<file path="src/rtl/frame_tx_packer.sv">
// Transmit frame builder: HDR0,HDR1,CHAN,DATA x len,CRC,TRL0,TRL1 as 16-bit big-endian words.
// Latency: request accepted at edge T puts HDR0 on data_out after edge T+1; one word per cycle.
// Backpressure: req_ready is high only in IDLE; no output stall, the downstream must take every word.
//
// Ports:
//   clk_in, rst                    clock, asynchronous active-high reset
//   req_valid/req_ready            request handshake (fields held stable until accepted)
//   req_channel, req_len,          one-hot channel, payload length (1..8 words),
//   req_payload, req_crc_inv       right-aligned payload, CRC inversion for error injection
//   data_out, data_out_vld         registered frame word stream and its qualifier
//   frame_done                     pulse alongside the TRL1 word
//   req_err                        pulse one cycle after an illegal request is consumed
module frame_tx_packer #(
  parameter logic [31:0] HEADER     = 32'hE0E0E0E0,
  parameter logic [31:0] TRAILER    = 32'h0E0E0E0E,
  parameter logic [15:0] IDLE_WORD  = 16'h0000,
  parameter int unsigned GAP_CYCLES = 1
) (
  input  logic         clk_in,
  input  logic         rst,
  input  logic         req_valid,
  output logic         req_ready,
  input  logic [7:0]   req_channel,
  input  logic [3:0]   req_len,
  input  logic [127:0] req_payload,
  input  logic         req_crc_inv,
  output logic [15:0]  data_out,
  output logic         data_out_vld,
  output logic         frame_done,
  output logic         req_err
);

  typedef enum logic [3:0] {
    S_IDLE, S_HDR0, S_HDR1, S_CHAN, S_DATA, S_CRC, S_TRL0, S_TRL1, S_GAP
  } state_t;

  state_t         r_state;
  state_t         w_state_nxt;
  logic [7:0]     r_chan;
  logic [3:0]     r_len;
  logic [2:0]     r_cnt;
  logic [127:0]   r_shift;
  logic           r_inv;
  logic [15:0]    r_crc;
  logic [3:0]     r_gap;

  logic           w_accept;
  logic           w_legal;
  logic           w_last_data;
  logic           w_gap_done;
  logic [7:0]     w_shamt;
  logic [15:0]    w_data_word;
  logic [15:0]    w_dout_nxt;
  logic           w_vld_nxt;
  logic           w_done_nxt;
  logic           w_err_nxt;

  // CRC-16/CCITT (poly 0x1021, MSB first) advanced by one whole 16-bit word.
  function automatic logic [15:0] crc16_upd(input logic [15:0] crc, input logic [15:0] word);
    logic [15:0] v;
    v = crc ^ word;
    for (int i = 0; i < 16; i++) begin
      v = v[15] ? ({v[14:0], 1'b0} ^ 16'h1021) : {v[14:0], 1'b0};
    end
    return v;
  endfunction

  assign req_ready   = (r_state == S_IDLE);
  assign w_accept    = req_valid && req_ready;
  assign w_legal     = (req_channel != 8'h00) &&
                       ((req_channel & (req_channel - 8'd1)) == 8'h00) &&
                       (req_len != 4'd0) && (req_len <= 4'd8);
  // Left-align the used payload words so DATA always emits the top 16 bits.
  assign w_shamt     = {4'd8 - req_len, 4'b0000};
  assign w_data_word = r_shift[127:112];
  assign w_last_data = ({1'b0, r_cnt} == (r_len - 4'd1));
  assign w_gap_done  = (r_gap == 4'(GAP_CYCLES - 1));

  always_ff @(posedge clk_in or posedge rst) begin
    if (rst) begin
      r_state <= S_IDLE;
    end else begin
      r_state <= w_state_nxt;
    end
  end

  // Next state plus the word to register; outputs therefore lag the state by one cycle.
  always_comb begin
    w_state_nxt = r_state;
    w_dout_nxt  = IDLE_WORD;
    w_vld_nxt   = 1'b0;
    w_done_nxt  = 1'b0;
    w_err_nxt   = 1'b0;
    case (r_state)
      S_IDLE: begin
        if (w_accept) begin
          if (w_legal) w_state_nxt = S_HDR0;
          else         w_err_nxt   = 1'b1;
        end
      end
      S_HDR0: begin
        w_dout_nxt  = HEADER[31:16];
        w_vld_nxt   = 1'b1;
        w_state_nxt = S_HDR1;
      end
      S_HDR1: begin
        w_dout_nxt  = HEADER[15:0];
        w_vld_nxt   = 1'b1;
        w_state_nxt = S_CHAN;
      end
      S_CHAN: begin
        w_dout_nxt  = {8'h00, r_chan};
        w_vld_nxt   = 1'b1;
        w_state_nxt = S_DATA;
      end
      S_DATA: begin
        w_dout_nxt = w_data_word;
        w_vld_nxt  = 1'b1;
        if (w_last_data) w_state_nxt = S_CRC;
      end
      S_CRC: begin
        w_dout_nxt  = r_inv ? ~r_crc : r_crc;
        w_vld_nxt   = 1'b1;
        w_state_nxt = S_TRL0;
      end
      S_TRL0: begin
        w_dout_nxt  = TRAILER[31:16];
        w_vld_nxt   = 1'b1;
        w_state_nxt = S_TRL1;
      end
      S_TRL1: begin
        w_dout_nxt  = TRAILER[15:0];
        w_vld_nxt   = 1'b1;
        w_done_nxt  = 1'b1;
        w_state_nxt = (GAP_CYCLES == 0) ? S_IDLE : S_GAP;
      end
      S_GAP: begin
        if (w_gap_done) w_state_nxt = S_IDLE;
      end
      default: w_state_nxt = S_IDLE;
    endcase
  end

  always_ff @(posedge clk_in or posedge rst) begin
    if (rst) begin
      data_out     <= IDLE_WORD;
      data_out_vld <= 1'b0;
      frame_done   <= 1'b0;
      req_err      <= 1'b0;
      r_chan       <= 8'h00;
      r_len        <= 4'd0;
      r_cnt        <= 3'd0;
      r_shift      <= '0;
      r_inv        <= 1'b0;
      r_crc        <= 16'h0000;
      r_gap        <= 4'd0;
    end else begin
      data_out     <= w_dout_nxt;
      data_out_vld <= w_vld_nxt;
      frame_done   <= w_done_nxt;
      req_err      <= w_err_nxt;
      if (w_accept) begin
        r_chan  <= req_channel;
        r_len   <= req_len;
        r_inv   <= req_crc_inv;
        r_crc   <= 16'h0000;
        r_cnt   <= 3'd0;
        r_shift <= req_payload << w_shamt;
      end
      // CRC absorbs the word being emitted, so it is final when CRC state is reached.
      if (r_state == S_DATA) begin
        r_crc   <= crc16_upd(r_crc, w_data_word);
        r_shift <= {r_shift[111:0], 16'h0000};
        r_cnt   <= w_last_data ? 3'd0 : r_cnt + 3'd1;
      end
      if (r_state == S_TRL1) r_gap <= 4'd0;
      if (r_state == S_GAP)  r_gap <= r_gap + 4'd1;
    end
  end

endmodule

</file>
<file path="config.mk">
export PLATFORM = sky130hd
export DESIGN_NAME = frame_tx_packer
export DESIGN_NICKNAME = d
export VERILOG_FILES = /design/src/rtl/frame_tx_packer.sv
export SDC_FILE = /design/constraint.sdc
export NUM_CORES = 1
export LEC_CHECK = 0
export CORE_AREA = 2 2 147 149
export DETAILED_ROUTE_END_ITERATION = 8
export DIE_AREA = 0 0 149 151
export GPL_TIMING_DRIVEN = 0
export PLACE_DENSITY = 0.87
export SYNTH_ARGS = -nofsm -noshare
export SYNTH_HDL_FRONTEND = slang
export SYNTH_SLANG_ARGS = --single-unit
export TNS_END_PERCENT = 1
</file>
<file path="constraint.sdc">
create_clock -name clk_in -period 16.4 [get_ports clk_in]
set_clock_uncertainty 0.05 [all_clocks]
set_input_delay 3.28 -clock clk_in [delete_from_list [all_inputs] [get_ports clk_in]]
set_output_delay 3.28 -clock clk_in [all_outputs]
set_load 0.1 [all_outputs]
</file>
After elaboration in Yosys (flattened, before gate mapping):

Cells that the tools add are included.

* flip-flop bits (word level): 187
* bits in latches: 0
* RAM bits: 0
* memory bits (read-only): 0
* word-level logic and storage cells: 103
* memories kept: 0

* add/subtract/negate cells: 5
* multiply operators: 0
* divide/modulo/power cells: 0
* $lt $le $gt $ge: 1
* eq/ne operators: 13
* shifts and indexed selects: 1
* multiplexer cells: 37
* bitwise operators: 19
* reduce and logical (&&, ||, !) cells: 15

Operators by type and width (number)
* $mux 128: 2
* $mux 13: 16
* $shl 128x8->128: 1
* $pmux 16 s5: 1
* $mux 16: 3
* $not 3->3: 16
* $pmux 4 s9: 1
* $mux 4: 6
* $eq 4x3->1 const B: 4
* $not 16->16: 1
* $xor 16x16->16: 1
* $mux 3: 3
* $and 8x8->8: 1
* $eq 4x2->1 const B: 2
* $logic_not 4->1: 2
* $logic_not 8->1: 1
* $reduce_bool 8->1: 1
* $sub 8x1->8 const B: 1
* $reduce_or 7->1: 1
* $mux 1: 5
* $add 4x1->4 const B: 1
* $eq 3x4->1: 1
* $eq 4x1->1 const B: 1
* $eq 4x4->1 const B: 1
* other kinds (11): 18

Logic depth before layout (Yosys ltp):

* depth after elaboration: 34
* depth in mapped cells: 11
* depth with buffers taken out: 8

Worst setup path after synthesis:

No wires, ideal clock.

* path kind: in2reg
* from: in req_len[0]
* to: reg r_shift[68]
* setup time: 0.131 ns
* arrival time: 5.455 ns
* slack: 10.764 ns
* stages: 10
* path buffers: 4
* path through: buf_2 inv_1 ha_1 clkbuf_1 clkbuf_1 buf_1 mux2i_1 o21ai_0 a222oi_1 nand2_1

* longest elaborated chain between the ends: 4

Ends and longest elaborated chain
* from (decl): line 24 `input logic [3:0] req_len,`
* $sub 4x4->4: line 74 `assign w_shamt = {4'd8 - req_len, 4'b0000};`
* $shl 128x8->128: line 168 `r_shift <= req_payload << w_shamt;`
* $mux 128: line 162 `if (w_accept) begin`
* $mux 128: line 171 `if (r_state == S_DATA) begin`
* to (signal assigned): line 168
* to (signal assigned): line 173 `r_shift <= {r_shift[111:0], 16'h0000};`
* to (decl): line 42 `logic [127:0] r_shift;`

No other way between the ends. The select of a mux whose other input is x is not followed.
A chain may end at the register's enable or synchronous reset.

Worst setup path after layout:

* from: in req_len[1]
* to: reg r_shift[66]

Same word-level chain as after synthesis.

==> reports/metrics.cfg <==
[clock_tree]
htree_levels = 4
cts_setup_buffers = 0
ctsHoldBuffers = 0
path_clk_slew_ns = 0.07
cts.path.max_buffers = 2
clk_latency_ns = 0.45
clock-sinks = 187
clockRootBuffer = clkbuf_16
cts_tree = yes
cts-buffers-inserted = 17
cts_resized = 0

[critical_path]
worstPathRequired_ns = 16.67
r2r_cells = 7
crit_path_end_kind = flip-flop
r2r_slack_ns = 13.29
worstPathArrival_ns = 6.65
startpoint_type = input port
crit_type = input port to flip-flop
worstPathMaxFanout = 10

[synth]
yosysWarningCount = 0
syn_inst = 1128
synthArstFlopShare_pct = 100
synthFlopType = dfrtp_1
yosysTopAreaCell = dfrtp_1
synth_seq_area_share_pct = 40.8
yosysUniqueCellTypes = 52
synth_area_um2 = 11500
ys_seq_elements = 187
synth_edf_count = 0
synthDominantCellAreaShare_pct = 40.8
synth_fp_nets = 1277
syn_avg_cell_area_um2 = 10.2
synth_area_leaders = dfrtp_1, mux4_2, a22oi_1, mux2i_1, o21ai_1

[sta]
setup-tns-final_ns = 0
drv_slew = 0
post-route-period-util_pct = 38.9
setup_slack_ns = 10.02
fmax_ghz = 0.157
setup_violations = 0
rsz0062_at_grt = no
max-slew-margin-rel_pct = 26.5
worstMarginPinSlew_ns = 1.10
period_minus_slack_ns = 6.38
hold_violations = 0

[placed_design]
port_buffers = 162
placed_cells = 1566
gp_congestion = 1.02
detailed_place_hpwl_um = 31200
pre_cts_ws_ns = 9.71
placement.cell_area_um2 = 13500

[pwr]
power_density_nw_per_um2 = 77.1
power_leakage_nw = 5.92
vdd_ir_drop_max_mv = 0.0672

[layout]
area_delta_synth_final_pct = 22.7
drive_gt1_share_pct = 10.8
fin_nets = 1459
diodes = 0
utilization_pct = 67.6
finalInstanceArea_um2 = 14100
instances_no_fill = 1598

[global_route]
grt_pass1_wl_um = 60600
grt_use_total_pct = 36.2
grt_max_degree = 98
grt_overflow = 0
grt_pass1_vias = 10600
antenna_found_initial = 0

[routing]
via_per_inst = 6.71
num_vias = 10700
drtPass1Iterations = 8
drtIter0Drc = 1435
wl_per_cell_um = 25.0
routed_wl_um = 40000
drc = 0
ant_nets = 0

[job]
drv_cap = 0

[die]
initial_core_util_pct = 55.1
die_area_um2 = 22500
fp.coreArea_um2 = 20800
rows = 53
die_h_um = 151
ios = 164
die_w_um = 149

[run_status]
status = finished clean

[hold_path]
min_path_cells = 2
hold_class = flip-flop to flip-flop

## critical path, stage by stage
cell and delay (ns):
clkdlybuf4s50_1 0.47, inv_1 0.05, ha_1 0.26, clkbuf_1 0.40, clkbuf_1 0.58, clkbuf_1 0.69
mux2i_1 0.26, o21ai_0 0.16, a222oi_1 0.39, nand2_1 0.10
## cell families after synthesis
kind of cell / share of synthesized area, %
xor gates and xnor gates: 7.48
muxes: 17.8
DFF: 40.8
buffers and inverters: 3.74
and+or+nand+nor: 8.88
AOI/OAI and AO/OA: 20.7
adders and majority gates: 0.632
## through the flow
step                      hold slack [ns]  total power [mW]
after floorplan                     0.409             0.571
after global placement              0.429             0.656
after detailed placement            0.434             0.657
after CTS                           0.450              1.08
after global routing                0.471              1.12
final                               0.450              1.09
## Yosys cell counts (6+ instances only)
cell and count:
a221o_1 15, nand2_1 104, clkbuf_1 71, buf_2 16, a222oi_1 16, a22o_1 22
mux2i_1 49, xor2_1 13, inv_1 11, nor2_1 75, o21ai_0 44, xnor2_1 51
nand3_1 27, mux4_2 48, dfrtp_1 187, buf_1 10, o22ai_1 7, o21ai_1 97
mux2_2 31, a22oi_1 88, a21oi_1 72, nor3_1 6, mux2_1 11
## report_power, final
group | leakage (nW) | internal [mW] | switching [mW]
Combinational | 3.07 | 0.0847 | 0.111
Clock | 0.289 | 0.218 | 0.211
Sequential | 2.56 | 0.461 | 0
## flip-flops by register name, indices dropped and copies added, names as in the netlist
signal,cells
data_out,16
data_out_vld,1
req_err,1
r_inv,1
r_len,4
frame_done,1
r_crc,16
r_shift,128
r_state,4
r_gap,4
r_chan,8
r_cnt,3
## worst paths after layout
path	from	endpoint
worst max-delay path	req_len[1]	r_shift[66]
worst min-delay path	r_shift[64]	r_shift[64]
worst max register to register	r_state[3]	r_shift[116]
worst min register to register	r_shift[64]	r_shift[64]
max in group asynchronous	rst	r_shift[115]
min in group asynchronous	rst	r_len[2]
## cell type report
cell class              instances  area (µm²)
clock buffers                  17         425
multi-input cells             832        6370
fillers                      1621        6740
plain buffers                  97         384
clock inverters                15         181
well taps                     275         344
inverters                      12        52.6
repair buffers                163        1650
flip-flops and latches        187        4680
## cell usage in the layout, fill, tap and decap left out, types with 5 or more instances in the layout
cell,count
mux2_2,31
a222oi_1,16
o21ai_1,97
buf_1,10
a21oi_1,72
a22oi_1,88
xnor2_1,51
clkbuf_16,17
mux4_2,48
inv_1,10
xor2_1,13
o21ai_0,44
clkbuf_1,71
ha_1,5
a22o_1,22
nor2_1,75
nand3_1,27
mux2i_1,49
clkdlybuf4s50_1,162
mux2_1,11
nand2_1,104
xnor3_1,5
dfrtp_1,187
o22ai_1,7
nor3_1,6
a221o_1,15
buf_2,16
## per-layer routing
layer | GRT usage, % | share of wire (%)
met1 | 48.1 | 38
met2 | 57.1 | 46
met3 | 8.25 | 11
met4 | 16.4 | 4.9
met5 | 0 | 0
Power figures use the tool's default switching activity.
==> edit, RTL diff (config.mk and constraints unchanged) <==
Set the parameter `TRAILER` to 32'h07070707 (it was 32'h0E0E0E0E).
--- a/src/rtl/frame_tx_packer.sv
+++ b/src/rtl/frame_tx_packer.sv
@@ -12,7 +12,7 @@
 //   req_err                        pulse one cycle after an illegal request is consumed
 module frame_tx_packer #(
   parameter logic [31:0] HEADER     = 32'hE0E0E0E0,
-  parameter logic [31:0] TRAILER    = 32'h0E0E0E0E,
+  parameter logic [31:0] TRAILER    = 32'h07070707,
   parameter logic [15:0] IDLE_WORD  = 16'h0000,
   parameter int unsigned GAP_CYCLES = 1
 ) (
Check against the original RTL: not equivalent (Yosys sat finds a counterexample within 10 cycles, from zero or initial values and one cycle with rst high).
==> edit against the unedited design <==
Setup slack worse by 0.48 ns; largest cell class unchanged; area after synthesis is 0.22% higher; cell area hardly changed; critical path depth is 3 higher; sequential cell count stayed put; routed wire length is 5.0% higher; cell count is 1.8% higher.
Power is not compared: it rests on default switching activity, and its combinational part moved more than twofold at a synthesized area within 25%.
==> edit: results (changes against the unedited design) <==
Global routing
  • Pin count of the biggest net entering global routing: 135 (was 98)
  • Gr usage total: 38.1% (was 36.2%)
  • Vias in the first global route: 10708 (was 10610)
  • Initial antenna violation count: 1 (was 0)
  • First-pass GRT wire length: 63.5 mm (was 60.6 mm)

Synthesis
  • Seq cells post-synth: 187 (unchanged)
  • Post-synthesis mux area share: 16.3% (was 17.8%)
  • Number of distinct library cells after synthesis: 47 (was 52)
  • Post-Synth Adder-Cell Area: 0.631% (was 0.632%)
  • Fraction of the yosys area taken by sequential cells: 40.7% (was 40.8%)
  • Top cells by area, synth: dfrtp_1 41%, mux4_2 9.4%, a22oi_1 7.4% (was dfrtp_1 41%, mux4_2 9.4%, a22oi_1 5.8%)
  • Commonest cells post-synth: 187 x dfrtp_1, 124 x o21ai_0, 113 x a22oi_1 (was 187 x dfrtp_1, 104 x nand2_1, 97 x o21ai_1)
  • Syn_nets: 1306 (was 1277)
  • Post-synthesis compound-gate area fraction: 22.7% (was 20.7%)
  • Synth Area in XOR/XNOR: 7.12% (was 7.48%)

Routing
  • Vias: 11065 (was 10722)
  • WL/cell: 25.8 um (was 25.0 um)
  • TritonRoute pass-1 iters: 6 (was 8)
  • DR iter-0 viols: 1443 (was 1435)

Setup path
  • Critical Path Source: req_len[0] (was req_len[1])
  • RR Startpoint: r_state[1] (was r_state[3])
  • Worst reg2reg endpoint: r_shift[124] (was r_shift[116])
  • Critical path endpoint: r_shift[112] (was r_shift[66])
  • Arr. time, crit path: 7.12 ns (was 6.65 ns)
  • Critical Path Slowest Stage Cell: buf_1 (was clkbuf_1)
  • Worst reg2reg path depth: 7 (unchanged)
  • R2R setup slack: 13.33 ns (was 13.29 ns)
  • Cell family with most CP delay: buffers and inverters (unchanged)
  • Crit path largest cell delay: 0.69 ns (about the same)

Finish
  • Inverters: 11 (was 12)
  • #MultiIn Comb: 855 (was 832)
  • CLK BUF: 23 (was 17)
  • ClkCell Share: 4.16% (was 4.31%)
  • Multi-input gate area: 6380 um2 (was 6370 um2)
  • Layout Nets: 1488 (was 1459)
  • Number of filler cells placed in the layout: 1608 (was 1621)
  • Register area: 4680 um2 (unchanged)
  • Buffer share of cell area: 14.5% (was 14.4%)
  • Ratio of cells with drive above 1 in the final layout: 7.62% (was 10.8%)
  • Bufs w/o clock: 267 (was 260)

Clock network
  • CTS Buf Count: 17 (unchanged)
  • Skew-Pair Late Insertion Delay: 0.45 ns (about the same)
  • Max Buffers Root-to-Sink: 2 (unchanged)

Min path
  • WHS Endpoint: r_shift[75] (was r_shift[64])
  • Hold crit path type: reg2reg (unchanged)
  • Hold path startpoint: r_shift[59] (was r_shift[64])
  • Hold path depth: 1 (was 2)

Floorplanning
  • Initial Utilization: 55.2% (was 55.1%)

Timing
  • Max_slew headroom: 27.7% (was 26.5%)

Power and ir drop
  • VDD IR-drop max: 0.000114 V
  • Psw: 1130 uW

Placed design
  • Hpwl dp: 32.6 mm (was 31.2 mm)
  • RePlAce Congestion: 0.991 (was 1.02)

Run status
  • Status: completed (unchanged)
==> edit: layer usage <==
metal	vias up	track usage [%]	share of wire (%)
met3	138	10.0	11
li1	4685	-	-
met2	797	62.4	48
met4	2	16.1	4.1
met5	-	0	0.031
met1	5443	48.3	37
==> edit: power by group through the flow <==
stage	combinational, uW	clock [uW]	sequential [uW]
6_report	1350	422	756
3_5_place_dp	1310	0	752
2_1_floorplan	847	0	844
5_1_grt	1440	436	767
3_3_place_gp	1260	0	745
4_1_cts	1320	419	749
==> edit: through the flow <==
| stage | std cells | area (um2) | hold slack (ns) | setup slack (ns) | total power (uW) |
|---|---|---|---|---|---|
| finish | 1626 | 14100 | 0.462 | 9.54 | 2530 |
| global route | 1626 | 14100 | 0.470 | 9.40 | 2640 |
| CTS | 1626 | 14100 | 0.456 | 9.76 | 2490 |
| detailed placement | 1595 | 13500 | 0.431 | 9.33 | 2060 |
| global placement | 1594 | 13500 | 0.430 | 5.79 | 2010 |
| floorplan | 1157 | 11500 | 0.415 | 7.98 | 1690 |
